==> src/rtl/uart_prog_loader_pkg.sv <==
// rtl/uart_prog_loader_pkg.sv - shared types and constants for the UART program loader
package uart_prog_loader_pkg;

    typedef enum logic [1:0] {
        IDLE,
        LOAD,
        DONE
    } ld_state_t;

    typedef enum logic [1:0] {
        R_IDLE,
        R_START,
        R_DATA,
        R_STOP
    } rx_state_t;

    localparam int UPG_ADR_W   = 15;
    localparam int UPG_DAT_W   = 32;
    localparam int UPG_TGT_BIT = 14;

    // Little-endian lane insert: lane 0 is bits 7:0.
    function automatic logic [UPG_DAT_W-1:0] put_lane(input logic [UPG_DAT_W-1:0] word,
                                                      input logic [1:0]           lane,
                                                      input logic [7:0]           b);
        logic [UPG_DAT_W-1:0] w;
        w = word;
        w[{lane, 3'b000} +: 8] = b;
        return w;
    endfunction

endpackage

==> src/rtl/uart_prog_loader_if.sv <==
// rtl/uart_prog_loader_if.sv - upgrade write port toward program ROM / data RAM
interface uart_prog_loader_if;
    import uart_prog_loader_pkg::*;

    logic                 upg_rst_o;
    logic                 upg_wen_o;
    logic [UPG_ADR_W-1:0] upg_adr_o;
    logic [UPG_DAT_W-1:0] upg_dat_o;
    logic                 upg_done_o;

    modport master (
        output upg_rst_o,
        output upg_wen_o,
        output upg_adr_o,
        output upg_dat_o,
        output upg_done_o
    );

    modport slave (
        input upg_rst_o,
        input upg_wen_o,
        input upg_adr_o,
        input upg_dat_o,
        input upg_done_o
    );

endinterface

==> src/rtl/uart_byte_rx.sv <==
// rtl/uart_byte_rx.sv - 8N1 UART byte receiver with input synchronizer
module uart_byte_rx
    import uart_prog_loader_pkg::*;
#(
    parameter int CLKS_PER_BIT = 868
) (
    input  logic       clk,
    input  logic       rst_n,
    input  logic       rx,
    output logic [7:0] byte_o,
    output logic       byte_valid_o,
    output logic       frame_err_o,
    output logic       busy_o
);

    localparam int                BAUD_W = $clog2(CLKS_PER_BIT);
    localparam logic [BAUD_W-1:0] HALF   = BAUD_W'(CLKS_PER_BIT / 2 - 1);
    localparam logic [BAUD_W-1:0] FULL   = BAUD_W'(CLKS_PER_BIT - 1);

    logic              rx_meta, rx_sync;
    rx_state_t         state_q, state_d;
    logic [BAUD_W-1:0] baud_q, baud_d;
    logic [2:0]        bit_q, bit_d;
    logic [7:0]        shift_q, shift_d;
    logic              valid_d, ferr_d;

    always_ff @(posedge clk or negedge rst_n) begin
        if (!rst_n) begin
            rx_meta      <= 1'b1;
            rx_sync      <= 1'b1;
            state_q      <= R_IDLE;
            baud_q       <= '0;
            bit_q        <= '0;
            shift_q      <= '0;
            byte_valid_o <= 1'b0;
            frame_err_o  <= 1'b0;
        end else begin
            rx_meta      <= rx;
            rx_sync      <= rx_meta;
            state_q      <= state_d;
            baud_q       <= baud_d;
            bit_q        <= bit_d;
            shift_q      <= shift_d;
            byte_valid_o <= valid_d;
            frame_err_o  <= ferr_d;
        end
    end

    always_comb begin
        state_d = state_q;
        baud_d  = baud_q;
        bit_d   = bit_q;
        shift_d = shift_q;
        valid_d = 1'b0;
        ferr_d  = 1'b0;
        case (state_q)
            R_IDLE: begin
                if (!rx_sync) begin
                    state_d = R_START;
                    baud_d  = HALF;
                end
            end
            R_START: begin
                // Mid-start-bit re-check filters short low glitches.
                if (baud_q == '0) begin
                    if (rx_sync) begin
                        state_d = R_IDLE;
                    end else begin
                        state_d = R_DATA;
                        baud_d  = FULL;
                        bit_d   = '0;
                    end
                end else begin
                    baud_d = baud_q - 1'b1;
                end
            end
            R_DATA: begin
                if (baud_q == '0) begin
                    shift_d = {rx_sync, shift_q[7:1]};
                    baud_d  = FULL;
                    if (bit_q == 3'd7) state_d = R_STOP;
                    else               bit_d   = bit_q + 3'd1;
                end else begin
                    baud_d = baud_q - 1'b1;
                end
            end
            R_STOP: begin
                if (baud_q == '0) begin
                    state_d = R_IDLE;
                    if (rx_sync) valid_d = 1'b1;
                    else         ferr_d  = 1'b1;
                end else begin
                    baud_d = baud_q - 1'b1;
                end
            end
            default: state_d = R_IDLE;
        endcase
    end

    assign byte_o = shift_q;
    assign busy_o = (state_q != R_IDLE);

endmodule

==> src/rtl/uart_prog_loader.sv <==
// rtl/uart_prog_loader.sv - UART program image loader driving the upg_* write port
module uart_prog_loader
    import uart_prog_loader_pkg::*;
#(
    parameter int CLKS_PER_BIT = 868,
    parameter int TOTAL_WORDS  = 32768,
    parameter int IDLE_BITS    = 40
) (
    input  logic               clk,
    input  logic               rst,
    input  logic               start_pg,
    input  logic               rx,
    uart_prog_loader_if.master upg,
    output logic               frame_err_o
);

    localparam int                IDLE_CLKS = IDLE_BITS * CLKS_PER_BIT;
    localparam int                IDLE_W    = $clog2(IDLE_CLKS + 1);
    localparam logic [IDLE_W-1:0] IDLE_LAST = IDLE_W'(IDLE_CLKS - 1);
    localparam logic [16:0]       TOTAL     = 17'(TOTAL_WORDS);

    logic st_meta, st_sync, st_prev, start_req;

    always_ff @(posedge clk or negedge rst) begin
        if (!rst) begin
            st_meta <= 1'b0;
            st_sync <= 1'b0;
            st_prev <= 1'b0;
        end else begin
            st_meta <= start_pg;
            st_sync <= st_meta;
            st_prev <= st_sync;
        end
    end

    assign start_req = st_sync & ~st_prev;

    logic [7:0] rx_byte;
    logic       byte_valid, rx_busy;

    uart_byte_rx #(.CLKS_PER_BIT(CLKS_PER_BIT)) u_rx (
        .clk          (clk),
        .rst_n        (rst),
        .rx           (rx),
        .byte_o       (rx_byte),
        .byte_valid_o (byte_valid),
        .frame_err_o  (frame_err_o),
        .busy_o       (rx_busy)
    );

    ld_state_t            state_q, state_d;
    logic [15:0]          word_cnt;
    logic [1:0]           byte_cnt;
    logic [UPG_DAT_W-1:0] word_buf;
    logic [IDLE_W-1:0]    idle_cnt;
    logic                 wen_q;
    logic [UPG_ADR_W-1:0] adr_q;
    logic [UPG_DAT_W-1:0] dat_q;
    logic                 timeout;

    // A byte arriving in the expiry cycle beats the timeout.
    assign timeout = (idle_cnt == IDLE_LAST) && (word_cnt != 16'd0) && !byte_valid;

    always_ff @(posedge clk or negedge rst) begin
        if (!rst) state_q <= IDLE;
        else      state_q <= state_d;
    end

    always_comb begin
        state_d = state_q;
        case (state_q)
            IDLE: if (start_req) state_d = LOAD;
            LOAD: begin
                if ({1'b0, word_cnt} >= TOTAL) state_d = DONE;
                else if (timeout)              state_d = DONE;
            end
            DONE: if (start_req) state_d = LOAD;
            default: state_d = IDLE;
        endcase
    end

    always_ff @(posedge clk or negedge rst) begin
        if (!rst) begin
            word_cnt <= '0;
            byte_cnt <= '0;
            word_buf <= '0;
            idle_cnt <= '0;
            wen_q    <= 1'b0;
            adr_q    <= '0;
            dat_q    <= '0;
        end else begin
            wen_q <= 1'b0;
            if (state_q != LOAD && state_d == LOAD) begin
                word_cnt <= '0;
                byte_cnt <= '0;
                idle_cnt <= '0;
            end else if (state_q == LOAD) begin
                if (rx_busy || byte_valid)   idle_cnt <= '0;
                else if (idle_cnt != IDLE_LAST) idle_cnt <= idle_cnt + 1'b1;
                if (byte_valid) begin
                    word_buf <= put_lane(word_buf, byte_cnt, rx_byte);
                    byte_cnt <= byte_cnt + 2'd1;
                    if (byte_cnt == 2'd3) begin
                        wen_q    <= 1'b1;
                        adr_q    <= {word_cnt[UPG_TGT_BIT], word_cnt[UPG_TGT_BIT-1:0]};
                        dat_q    <= put_lane(word_buf, 2'd3, rx_byte);
                        word_cnt <= word_cnt + 16'd1;
                    end
                end
            end
        end
    end

    assign upg.upg_rst_o  = (state_q != LOAD);
    assign upg.upg_done_o = (state_q == DONE);
    assign upg.upg_wen_o  = wen_q;
    assign upg.upg_adr_o  = adr_q;
    assign upg.upg_dat_o  = dat_q;

endmodule

==> src/flat_wrapper.sv <==
// flat-port wrapper written by rule: the top's interface ports become plain ports
module uart_prog_loader_flat import uart_prog_loader_pkg::*;
#(
    parameter int CLKS_PER_BIT = 868,
    parameter int TOTAL_WORDS  = 32768,
    parameter int IDLE_BITS    = 40
)
  (clk, rst, start_pg, rx, frame_err_o, upg_upg_rst_o, upg_upg_wen_o, upg_upg_adr_o, upg_upg_dat_o, upg_upg_done_o);
  uart_prog_loader_if upg_i ();
  input  logic clk;
  input  logic rst;
  input  logic start_pg;
  input  logic rx;
  output logic frame_err_o;
  output wire logic [$bits(upg_i.upg_rst_o)-1:0] upg_upg_rst_o;
  output wire logic [$bits(upg_i.upg_wen_o)-1:0] upg_upg_wen_o;
  output wire logic [$bits(upg_i.upg_adr_o)-1:0] upg_upg_adr_o;
  output wire logic [$bits(upg_i.upg_dat_o)-1:0] upg_upg_dat_o;
  output wire logic [$bits(upg_i.upg_done_o)-1:0] upg_upg_done_o;
  assign upg_upg_rst_o = upg_i.upg_rst_o;
  assign upg_upg_wen_o = upg_i.upg_wen_o;
  assign upg_upg_adr_o = upg_i.upg_adr_o;
  assign upg_upg_dat_o = upg_i.upg_dat_o;
  assign upg_upg_done_o = upg_i.upg_done_o;
  uart_prog_loader #(.CLKS_PER_BIT(CLKS_PER_BIT), .TOTAL_WORDS(TOTAL_WORDS), .IDLE_BITS(IDLE_BITS)) u_core (.clk(clk), .rst(rst), .start_pg(start_pg), .rx(rx), .upg(upg_i), .frame_err_o(frame_err_o));
endmodule
==> config.mk <==
export PLATFORM = sky130hd
export DESIGN_NAME = uart_prog_loader_flat
export DESIGN_NICKNAME = d
export VERILOG_FILES = /design/src/rtl/uart_prog_loader_pkg.sv /design/src/rtl/uart_prog_loader_if.sv /design/src/rtl/uart_byte_rx.sv /design/src/rtl/uart_prog_loader.sv /design/src/flat_wrapper.sv
export SDC_FILE = /design/constraint.sdc
export NUM_CORES = 1
export LEC_CHECK = 0
export BUFFER_PORTS_ARGS = -buffer_cell sky130_fd_sc_hd__buf_2
export CORE_UTILIZATION = 45
export DETAILED_ROUTE_END_ITERATION = 10
export PLACE_DENSITY = 0.61
export SLEW_MARGIN = 25
export SYNTH_ARGS = -nofsm -noshare
export SYNTH_HDL_FRONTEND = slang
export SYNTH_HIERARCHICAL = 1
export SYNTH_SLANG_ARGS = --single-unit
==> constraint.sdc <==
create_clock -name clk -period 4.4 [get_ports clk]
set_input_delay 0.22 -clock clk [delete_from_list [all_inputs] [get_ports clk]]
set_output_delay 0.22 -clock clk [all_outputs]
set_load 0.01 [all_outputs]
# Word level (Yosys, flattened, before mapping)
# Cells that the tools add are included.
dict set report word_totals {
  inputBits 4
  wordCells 120
  out_inout_bits 51
  regBits 146
}
dict set report op_classes {
  n_reduce_logical 25
  shifts 2
  eq_ne 20
  mux 44
  add_sub_neg 6
  n_lt_le_gt_ge 1
  bitwise_logic 3
}
# cell n
set op_table {}
lappend op_table {{2-to-1 mux 16 bit} 8}
lappend op_table {{2-to-1 mux 10 bit} 5}
lappend op_table {{one-hot mux 10 bit (4 select lines)} 1}
lappend op_table {{adder 16 x 1 -> 16 bit (second input constant)} 2}
lappend op_table {{bitwise mux 32 bit} 1}
lappend op_table {{variable shift 8 x 7 -> 32 bit (first input constant)} 1}
lappend op_table {{indexed part select 8 x 7 -> 32 bit} 1}
lappend op_table {{2-to-1 mux 2 bit} 12}
lappend op_table {{== test 16 bit (second input constant)} 1}
lappend op_table {{greater-or-equal comparator 16 bit (second input constant)} 1}
lappend op_table {{!= test 16 bit (second input constant)} 1}
lappend op_table {{!= test 2 bit (second input constant)} 8}
lappend op_table {{nonzero test 16 bit} 1}
lappend op_table {{2-to-1 mux 3 bit} 4}
lappend op_table {{logical NOT 10 bit} 1}
lappend op_table {{2-to-1 mux 1 bit} 10}
lappend op_table {{AND reduction 5 bit} 2}
lappend op_table {{nonzero test 2 bit} 5}
lappend op_table {{subtractor 10 x 1 -> 10 bit (second input constant)} 1}
lappend op_table {{AND reduction 3 bit} 3}
lappend op_table {{== test 2 bit (second input constant)} 4}
lappend op_table {{one-hot mux 2 bit (4 select lines)} 1}
lappend op_table {{negator 5 -> 7 bit} 1}
lappend op_table {{== test 2 x 1 -> 1 bit (second input constant)} 3}
lappend op_table {{other kinds (17)} 23}

# Logic depth before layout (Yosys ltp)
# Gate-level depths: netlist (run 1).
dict set report depth {
  word_depth 10
  depth_mapped 8
  mapped_depth_nobuf 7
}

# Cells and area by module
# The synthesis (run 1) kept the hierarchy.
# module cells_per_inst seq_area_each_um2 instances area_per_inst_um2
set modules_own_cells {}
lappend modules_own_cells {uart_prog_loader 532 2777.7 1 4819.6}
lappend modules_own_cells {uart_byte_rx 147 678.2 1 1539.0}

# Least setup slack after synthesis (run 1)
# Ideal clock, no wire load.
dict set report synth_path {
  path_kind {reg2reg}
  start {reg u_core.u_rx.state_q[0]}
  end {reg u_core.idle_cnt[5]}
  setup_ns 0.069
  required_ns 4.331
  path_stages_with_launch 8
  arrival_time_ns 1.996
  synth_period_minus_slack_ns 2.065
  slack_ns 2.335
  n_path_buf 1
  path_cell_list {dfrtp_1 -> inv_1 -> ha_1 -> inv_1 -> or4b_2 -> buf_2 -> or4_1 -> nand3_1}
}
dict set report synth_between {
  elab_chain_len 5
  word_cells_on_any_way 7
  cone_classes {mux (3); reduce/logical (4)}
}
# item line
set synth_lines {}
lappend synth_lines {{start, declared} uart_byte_rx.sv:21} ;# rx_state_t state_q, state_d;
lappend synth_lines {{start signal, assigned} uart_byte_rx.sv:40} ;# state_q <= state_d;
lappend synth_lines {{nonzero test 2 bit *} uart_byte_rx.sv:101} ;# assign busy_o = (state_q != R_IDLE);
lappend synth_lines {{named net u_core.rx_busy} uart_prog_loader.sv:39} ;# logic byte_valid, rx_busy;
lappend synth_lines {{logical OR 1 bit *} uart_prog_loader.sv:98} ;# if (rx_busy || byte_valid) idle_cnt <= '0;
lappend synth_lines {{2-to-1 mux 16 bit} uart_prog_loader.sv:98}
lappend synth_lines {{2-to-1 mux 16 bit} uart_prog_loader.sv:97} ;# end else if (state_q == LOAD) begin
lappend synth_lines {{2-to-1 mux 16 bit} uart_prog_loader.sv:93} ;# if (state_q != LOAD && state_d == LOAD) begin
lappend synth_lines {{end signal, assigned} uart_prog_loader.sv:99} ;# else if (idle_cnt != IDLE_LAST) idle_cnt <= idle_cnt + 1'b1;
lappend synth_lines {{end, declared} uart_prog_loader.sv:55} ;# logic [IDLE_W-1:0] idle_cnt;
# The timed path passes the listed nets; every way through them passes the cells marked *. The select of a mux whose other input is x is not followed.
# A chain may end at the register's enable or synchronous reset.

# Final worst setup path (run 1)
dict set report layout_path {
  start {reg u_core.byte_cnt[0]}
  end {reg u_core.word_cnt[15]}
}
dict set report layout_between {
  elab_chain_len 3
}
# item line
set layout_lines {}
lappend layout_lines {{start, declared} uart_prog_loader.sv:53} ;# logic [1:0] byte_cnt;
lappend layout_lines {{start signal, assigned} uart_prog_loader.sv:102} ;# byte_cnt <= byte_cnt + 2'd1;
lappend layout_lines {{== test 2 bit} uart_prog_loader.sv:103} ;# if (byte_cnt == 2'd3) begin
lappend layout_lines {{nonzero test 2 bit (no line)} -}
lappend layout_lines {{AND reduction 3 bit (no line)} -}
lappend layout_lines {{end signal, assigned} uart_prog_loader.sv:107} ;# word_cnt <= word_cnt + 16'd1;
lappend layout_lines {{end, declared} uart_prog_loader.sv:52} ;# logic [15:0] word_cnt;
# No other way between the ends.

==> summary.txt, run 1 <==
Global routing
  – Largest net degree at the start of global routing: 96
  – Total Routing Usage GR: 20.5%
  – Antenna violations before repair: 0
  – First-pass GRT wire length: 23,400 µm
  – GRT overflow: 0
  – Number of global-route vias before repair: 4,822

Placement
  – Buffers on Ports: 54
  – HPWL after DPL: 8890 µm
  – RD Place Congestion: 0.824
  – Placed cells: 889

Layout
  – Share of layout cells above drive strength 1: 15.8%
  – Layout area overhead: 16.5%
  – Most common cell after layout, fill and taps aside: nand2_1
  – Most frequent cells in the layout: 212 x nand2_1, 136 x dfrtp_1, 53 x buf_2, 52 x o21ai_0, 30 x a21oi_1
  – Ant diodes: 0
  – Post-route insts no fill: 922
  – Layout Nets: 752

Route
  – Pre-antenna DRT Iters: 5
  – Vias: 4,979
  – Vias/cell: 5.40
  – DR iter-0 viols: 271
  – WL/cell: 15.0 µm
  – Post-Route WL: 13,800 µm
  – Drt drc: 0
  – Post-route ant nets: 0

Worst setup path
  – Critical path required time: 4.74 ns
  – Crit start category: flip-flop
  – Crit end category: flip-flop
  – Worst setup path category: flip-flop to flip-flop
  – R2R Path Start: u_core/byte_cnt[0]
  – Worst Setup SP: u_core/byte_cnt[0]
  – Critical Path AT: 2.70 ns
  – CP Max Fanout: 55

Synthesis
  – Ranking of synthesized cells by area: dfrtp_1 54%, nand2_1 13%, o21ai_0 4.1%
  – Flops & latches, synth: 138
  – Mean Syn Cell Area: 9.36 µm²
  – Number of synthesized flops with an enable pin: 0
  – Seq/Total Area, Yosys: 54.3%
  – Yosys top cell area share: 53.5%
  – Synth warnings: 6
  – Post-synthesis cell area: 6360 µm²
  – Area leader, netlist: dfrtp_1
  – Syn nets: 700
  – Synth Flop Type: dfrtp_1
  – Cells after synthesis: 679
  – Async set-reset flop share out of synthesis: 100%
  – Post-synth cell types: 65

Floorplanning
  – I/O pin count: 55
  – Die Height: 121 µm
  – Initial core utilization: 46.0%
  – Die Wd: 121 µm
  – Core area: 13,800 µm²
  – Cell Rows: 43
  – Die area: 14,600 µm²

STA
  – RSZ-0062 raised after global routing: no
  – Clock skew: 0.00528 ns
  – Max Freq: 424 MHz
  – Post-Route Setup TNS: 0 ns
  – Minimum clock period: 2.36 ns
  – Fin. max-slew vios: 0
  – Worst slew pin tran: 1.05 ns
  – Max-slew headroom: 30.2%
  – Period utilisation layout: 53.5%
  – Fin. Hold Viols: 0
  – WHS: 0.347 ns
  – Final setup fails: 0

Clocking
  – Clock insertion delay at the later pin of the skew report: 0.42 ns
  – Maximum clock insertion buffer count: 2
  – Post-CTS resize count: 0
  – Clock sinks: 138
  – Total CTS buffers: 17
  – Htree depth: 4
  – CTS tree: built
  – Clock transition at path regs: 0.06 ns
  – Clk root buf: clkbuf_16

Hold path
  – HP Class: flip-flop to flip-flop
  – Worst Hold Launch: u_core/st_meta

Pwr
  – P_leak: 3.61 nW
  – Maximum vdd drop: 0.273 mV
  – PD cells: 375 nW/µm²

Job
  – Max_cap viols: 0

Outcome
  – Outcome: finished clean
-- path summary, 6_finish.rpt --
kind | slack, ns | endpoint | depth (start not counted)
hold reg to reg | 0.35 | u_core/st_sync | 0
hold / removal | 0.35 | u_core/st_sync | 0
setup / recovery | 2.04 | u_core/word_cnt[15] | 6
max in group asynchronous | 2.81 | u_core/upg.upg_adr_o[13] | 3
setup reg to reg | 2.04 | u_core/word_cnt[15] | 6
min in group asynchronous | 0.46 | u_core/word_cnt[15] | 2
-- state kept, by name, summed over array words and instances, names as in the netlist, 3 cells and up, named ones only --
register	count
u_core/word_buf	24
u_core/idle_cnt	16
u_core/upg.upg_dat_o	32
u_core/u_rx/byte_o	8
u_core/u_rx/baud_q	10
u_core/u_rx/bit_q	3
u_core/word_cnt	16
u_core/upg.upg_adr_o	15
-- critical path: stages, from the launching register on --
cell	delay, ns
dfrtp_1	0.45
ha_1	0.19
nand4b_1	0.12
buf_4	0.32
or3_1	0.53
or4_1	0.49
a21oi_1	0.16
-- synth_stat cells, types with 4 or more instances --
cell type    n
nor4_1       4
mux2_2       9
o21ai_0     52
buf_1        4
nand3_1     15
nor3b_1      4
clkbuf_1    19
a21oi_1     30
dfrtp_1    136
nor2_1      26
ha_1        17
inv_1       22
a31oi_1     11
nor3_1      10
xor2_1       7
nand4_1     10
and4_1       8
or3_1        9
nand2_1    212
-- routing by layer --
| layer | routed length, µm | vias to the layer above | global-route usage (%) |
|---|---|---|---|
| li1 | - | 2426 | - |
| met1 | 6320 | 2421 | 26.2 |
| met2 | 6620 | 109 | 33.0 |
| met3 | 522 | 23 | 4.61 |
| met4 | 323 | 0 | 9.65 |
| met5 | 0 | - | 0 |
-- layout make-up --
type / instances / area [µm²]
clock inverter: 11 / 146
multi-input combinational: 489 / 2690
inverter: 23 / 86.3
clock buffer: 19 / 453
timing repair buffer: 62 / 344
sequential: 138 / 3460
fill: 1244 / 6420
tap: 180 / 225
-- timing repair --
| item | CTS | global route |
|---|---|---|
| endpoints found under the hold margin | 94 | 0 |
| hold buffers | 3 | 0 |
| setup buffers | 0 | 0 |
| setup endpoints to repair | 0 | 0 |
-- metrics by stage --
stage	power (mW)	area (µm²)	utilization (%)	setup WS [ns]
final	2.78	7400	53.6	2.04
after global routing	2.86	7400	53.6	1.90
after CTS	2.81	7400	53.6	2.01
after detailed placement	1.35	6780	49.0	2.04
after global placement	1.35	6780	49.0	2.10
after floorplan	1.31	6360	-	2.33
-- power breakdown --
group / total [mW] / switching (mW) / internal (mW)
Combinational: 0.0482 / 0.0387 / 0.00958
Clock: 1.45 / 0.535 / 0.914
Sequential: 1.28 / 0.00463 / 1.27
-- cell families after synthesis --
group | Yosys count | share of synthesized area, %
fa+ha+maj | 17 | 3.35
simple gates | 324 | 23.3
buf+inv | 52 | 3.36
flops | 138 | 54.3
mux | 9 | 1.59
compound gates | 129 | 12.7
xor+xnor | 10 | 1.38
(Power assumes the default switching activity.)
==> inputs of run 2 (changes only) <==
--- a/config.mk
+++ b/config.mk
@@ -5,6 +5,7 @@
 export SDC_FILE = /design/constraint.sdc
 export NUM_CORES = 1
 export LEC_CHECK = 0
+export ABC_AREA = 1
 export BUFFER_PORTS_ARGS = -buffer_cell sky130_fd_sc_hd__buf_2
 export CORE_UTILIZATION = 45
 export DETAILED_ROUTE_END_ITERATION = 10
==> constraint.sdc (replaced) <==
create_clock -name clk -period 2.4 [get_ports clk]
set_input_delay 0.12 -clock clk [delete_from_list [all_inputs] [get_ports clk]]
set_output_delay 0.12 -clock clk [all_outputs]
set_load 0.01 [all_outputs]
==> run 2 against run 1 <==
- combinational power rose to 5.6 times the previous value
- die area up 11%
- power up 92%
- via count increased by 11%
- clock skew grew 0.0024 ns
- sequential cell count unchanged
- sequential power up 84%
- first-iteration DRC count rose by 14%
- global-route usage shrank 0.32 points
==> summary.txt, run 2 <==
STA
  – Max Freq: 528 MHz (+24%)
  – Post-Route Setup TNS: 0 ns (unchanged)
  – Max-slew headroom: 63.4% (+33 points)
  – Final setup fails: 0 (unchanged)
  – Fin. max-slew vios: 0 (unchanged)
  – Fin. Hold Viols: 0 (unchanged)
  – Period utilisation layout: 78.9% (+25 points)
  – Clock skew: 0.00771 ns (+0.00243 ns)
  – Minimum clock period: 1.89 ns (-0.463 ns)
  – Worst slew pin tran: 0.547 ns (-0.499 ns)
  – RSZ-0062 raised after global routing: no

Placement
  – Placed cells: 1,104 (+24%)
  – RD Place Congestion: 0.865 (+4.9%)
  – Buffers on Ports: 54 (unchanged)
  – HPWL after DPL: 10,300 µm (+16%)

Worst setup path
  – CP most frequent cell: inv_1
  – Crit end category: flip-flop
  – Worst setup path category: flip-flop to flip-flop
  – Reg2Reg Setup Slack: 0.51 ns (-1.54 ns)
  – R2R depth: 6 (unchanged)
  – Worst r2r dst: u_core/word_buf[4]
  – Top delay family on crit path: simple AND/OR/NAND/NOR gates
  – R2R Path Start: u_core/byte_cnt[0]
  – CP Max Fanout: 8 (-85%)
  – Crit-path cells: inv_1 > ha_1 > inv_1 > nor3_2 > nand3_1 > o21ai_0
  – Critical path required time: 2.74 ns (-2.00 ns)
  – Crit start category: flip-flop
  – Buffers and inverters on the worst path: 2 (+1)
  – Worst path depth: 6 (unchanged)
  – Critical Path AT: 2.23 ns (-0.47 ns)
  – Crit path max-delay cell type: dfrtp_1
  – Slowest stage delay, CP: 0.45 ns (-0.08 ns)

Layout
  – Ant diodes: 0 (unchanged)
  – Layout Utilization: 53.4% (-0.11 points)
  – FF+latch area: 3460 µm² (unchanged)
  – Most frequent cells in the layout: 210 x nand2_1, 136 x dfrtp_1, 104 x inv_1, 96 x o21ai_0, 77 x nor2_1
  – Area of the multi-input gates: 3030 µm² (+12%)
  – Fillers: 1,459 (+17%)
  – Layout area overhead: 15.8%
  – Post-route insts no fill: 1,138 (+23%)
  – Most common cell after layout, fill and taps aside: nand2_1
  – Share of layout cells above drive strength 1: 16.8% (+1.1 points)
  – Layout Nets: 936 (+24%)
  – Max reg flops: 32 (unchanged)

Pwr
  – Tot Pwr: 5.32 mW (+92%)
  – PD cells: 653 nW/µm² (+74%)
  – Maximum vdd drop: 0.497 mV (+82%)
  – P_leak: 4.00 nW (+11%)

Synthesis
  – Syn nets: 876 (+25%)
  – Commonest cells in the netlist: 210 x nand2_1, 136 x dfrtp_1, 104 x inv_1
  – Post-synthesis cell area: 7040 µm² (+11%)
  – Number of synthesized flops with an enable pin: 0 (unchanged)
  – Post-synth cell types: 37 (-43%)
  – Synth Flop Type: dfrtp_1
  – Ranking of synthesized cells by area: dfrtp_1 48%, nand2_1 11%, o21ai_0 6.8%
  – Flops & latches, synth: 138 (unchanged)
  – Cells after synthesis: 855 (+26%)
  – Async set-reset flop share out of synthesis: 100% (unchanged)
  – Yosys top cell area share: 48.3% (-5.2 points)
  – Area leader, netlist: dfrtp_1
  – Synth warnings: 6 (unchanged)
  – Top-count cell post-synth: nand2_1
  – Mean Syn Cell Area: 8.24 µm² (-12%)
  – Seq/Total Area, Yosys: 49.1% (-5.3 points)

Floorplanning
  – Cell Rows: 45 (+4.7%)
  – Die area: 16,200 µm² (+11%)
  – Die Wd: 127 µm (+5.2%)
  – Die Height: 127 µm (+5.2%)
  – Initial core utilization: 46.2% (+0.17 points)
  – Core area: 15,300 µm² (+10%)
  – I/O pin count: 55 (unchanged)

Route
  – DR iter-0 viols: 310 (+14%)
  – Vias: 5,543 (+11%)
  – Post-route ant nets: 0 (unchanged)
  – WL/cell: 13.1 µm (-12%)
  – Drt drc: 0 (unchanged)
  – Vias/cell: 4.87 (-9.8%)
  – Pre-antenna DRT Iters: 5 (unchanged)
  – Post-Route WL: 14,900 µm (+8.0%)

Clocking
  – Clock insertion delay at the later pin of the skew report: 0.42 ns (about the same)
  – Clock transition at path regs: 0.06 ns (about the same)
  – Htree depth: 4 (unchanged)
  – Maximum clock insertion buffer count: 2 (unchanged)
  – Clock sinks: 138 (unchanged)
  – CTS tree: built
  – Post-CTS resize count: 0 (unchanged)
  – Total CTS buffers: 17 (unchanged)
  – Clk root buf: clkbuf_16

Hold path
  – HP Class: primary input to async pin

Global routing
  – Largest net degree at the start of global routing: 69 (-28%)
  – Number of global-route vias before repair: 5,142 (+6.6%)
  – First-pass GRT wire length: 25,400 µm (+8.5%)
  – Total Routing Usage GR: 20.1% (-0.32 points)
  – Antenna violations before repair: 0 (unchanged)
  – GRT overflow: 0 (unchanged)

Job
  – Max_cap viols: 0 (unchanged)

Outcome
  – Outcome: finished clean
==> run 2: layout make-up <==
cell class              instances  share of cell area [%]
well taps                     211                    3.24
clock inverters                12                    1.99
inverters                     109                    5.05
flip-flops and latches        138                    42.4
clock buffers                  19                    5.43
repair buffers                 65                    4.80
multi-input cells             584                    37.1
==> run 2: metal layers <==
layer / routed length, µm / vias up / GRT usage, %
met3: 493 / 12 / 5.19
met2: 6830 / 84 / 31.3
li1: - / 2870 / -
met4: 153 / 0 / 6.65
met1: 7420 / 2577 / 27.6
met5: 0 / - / 0
==> run 2: how the worst max path moves through the flow <==
stage	slack [ns]	endpoint	start
2_1_floorplan	0.86	u_core/idle_cnt[12]	u_core/idle_cnt[0]
3_3_place_gp	0.55	u_core/word_buf[4]	u_core/byte_cnt[0]
3_5_place_dp	0.55	u_core/word_buf[4]	u_core/byte_cnt[0]
4_1_cts	0.50	u_core/idle_cnt[6]	u_core/idle_cnt[0]
5_1_grt	0.28	u_core/word_buf[7]	u_core/byte_cnt[0]
6_report	0.51	u_core/word_buf[4]	u_core/byte_cnt[0]
==> run 2: cells by family after synthesis <==
group,count (synthesis),share of synthesized area [%]
AND/OR/NAND/NOR,429,28.7
flip-flops,138,49.1
buffers and inverters,133,7.98
AO/OA/AOI/OAI,132,10.5
adder cells (fa/ha/maj),17,3.02
XOR/XNOR,6,0.746
==> run 2: what timing repair did <==
action | in CTS | in global routing
endpoints found under the setup margin | 0 | 0
buffers inserted | 0 | 0
hold buffers | 3 | 0
hold endpoints to repair | 48 | 0
==> run 2: report_power, final <==
group          switching (mW)  internal, mW  leakage [nW]
clock                    1.02          1.67         0.291
sequential             0.0204          2.34          1.89
combinational           0.213        0.0554          1.82
total                    1.25          4.07          4.00
==> run 2: per-stage QoR <==
stage	worst slack (ns)	hold WS, ns	cell area, µm²
floorplan	0.856	-0.176	7040
global placement	0.555	0.103	7520
detailed placement	0.546	0.104	7520
CTS	0.498	0.219	8150
global route	0.284	0.236	8150
finish	0.507	0.218	8150
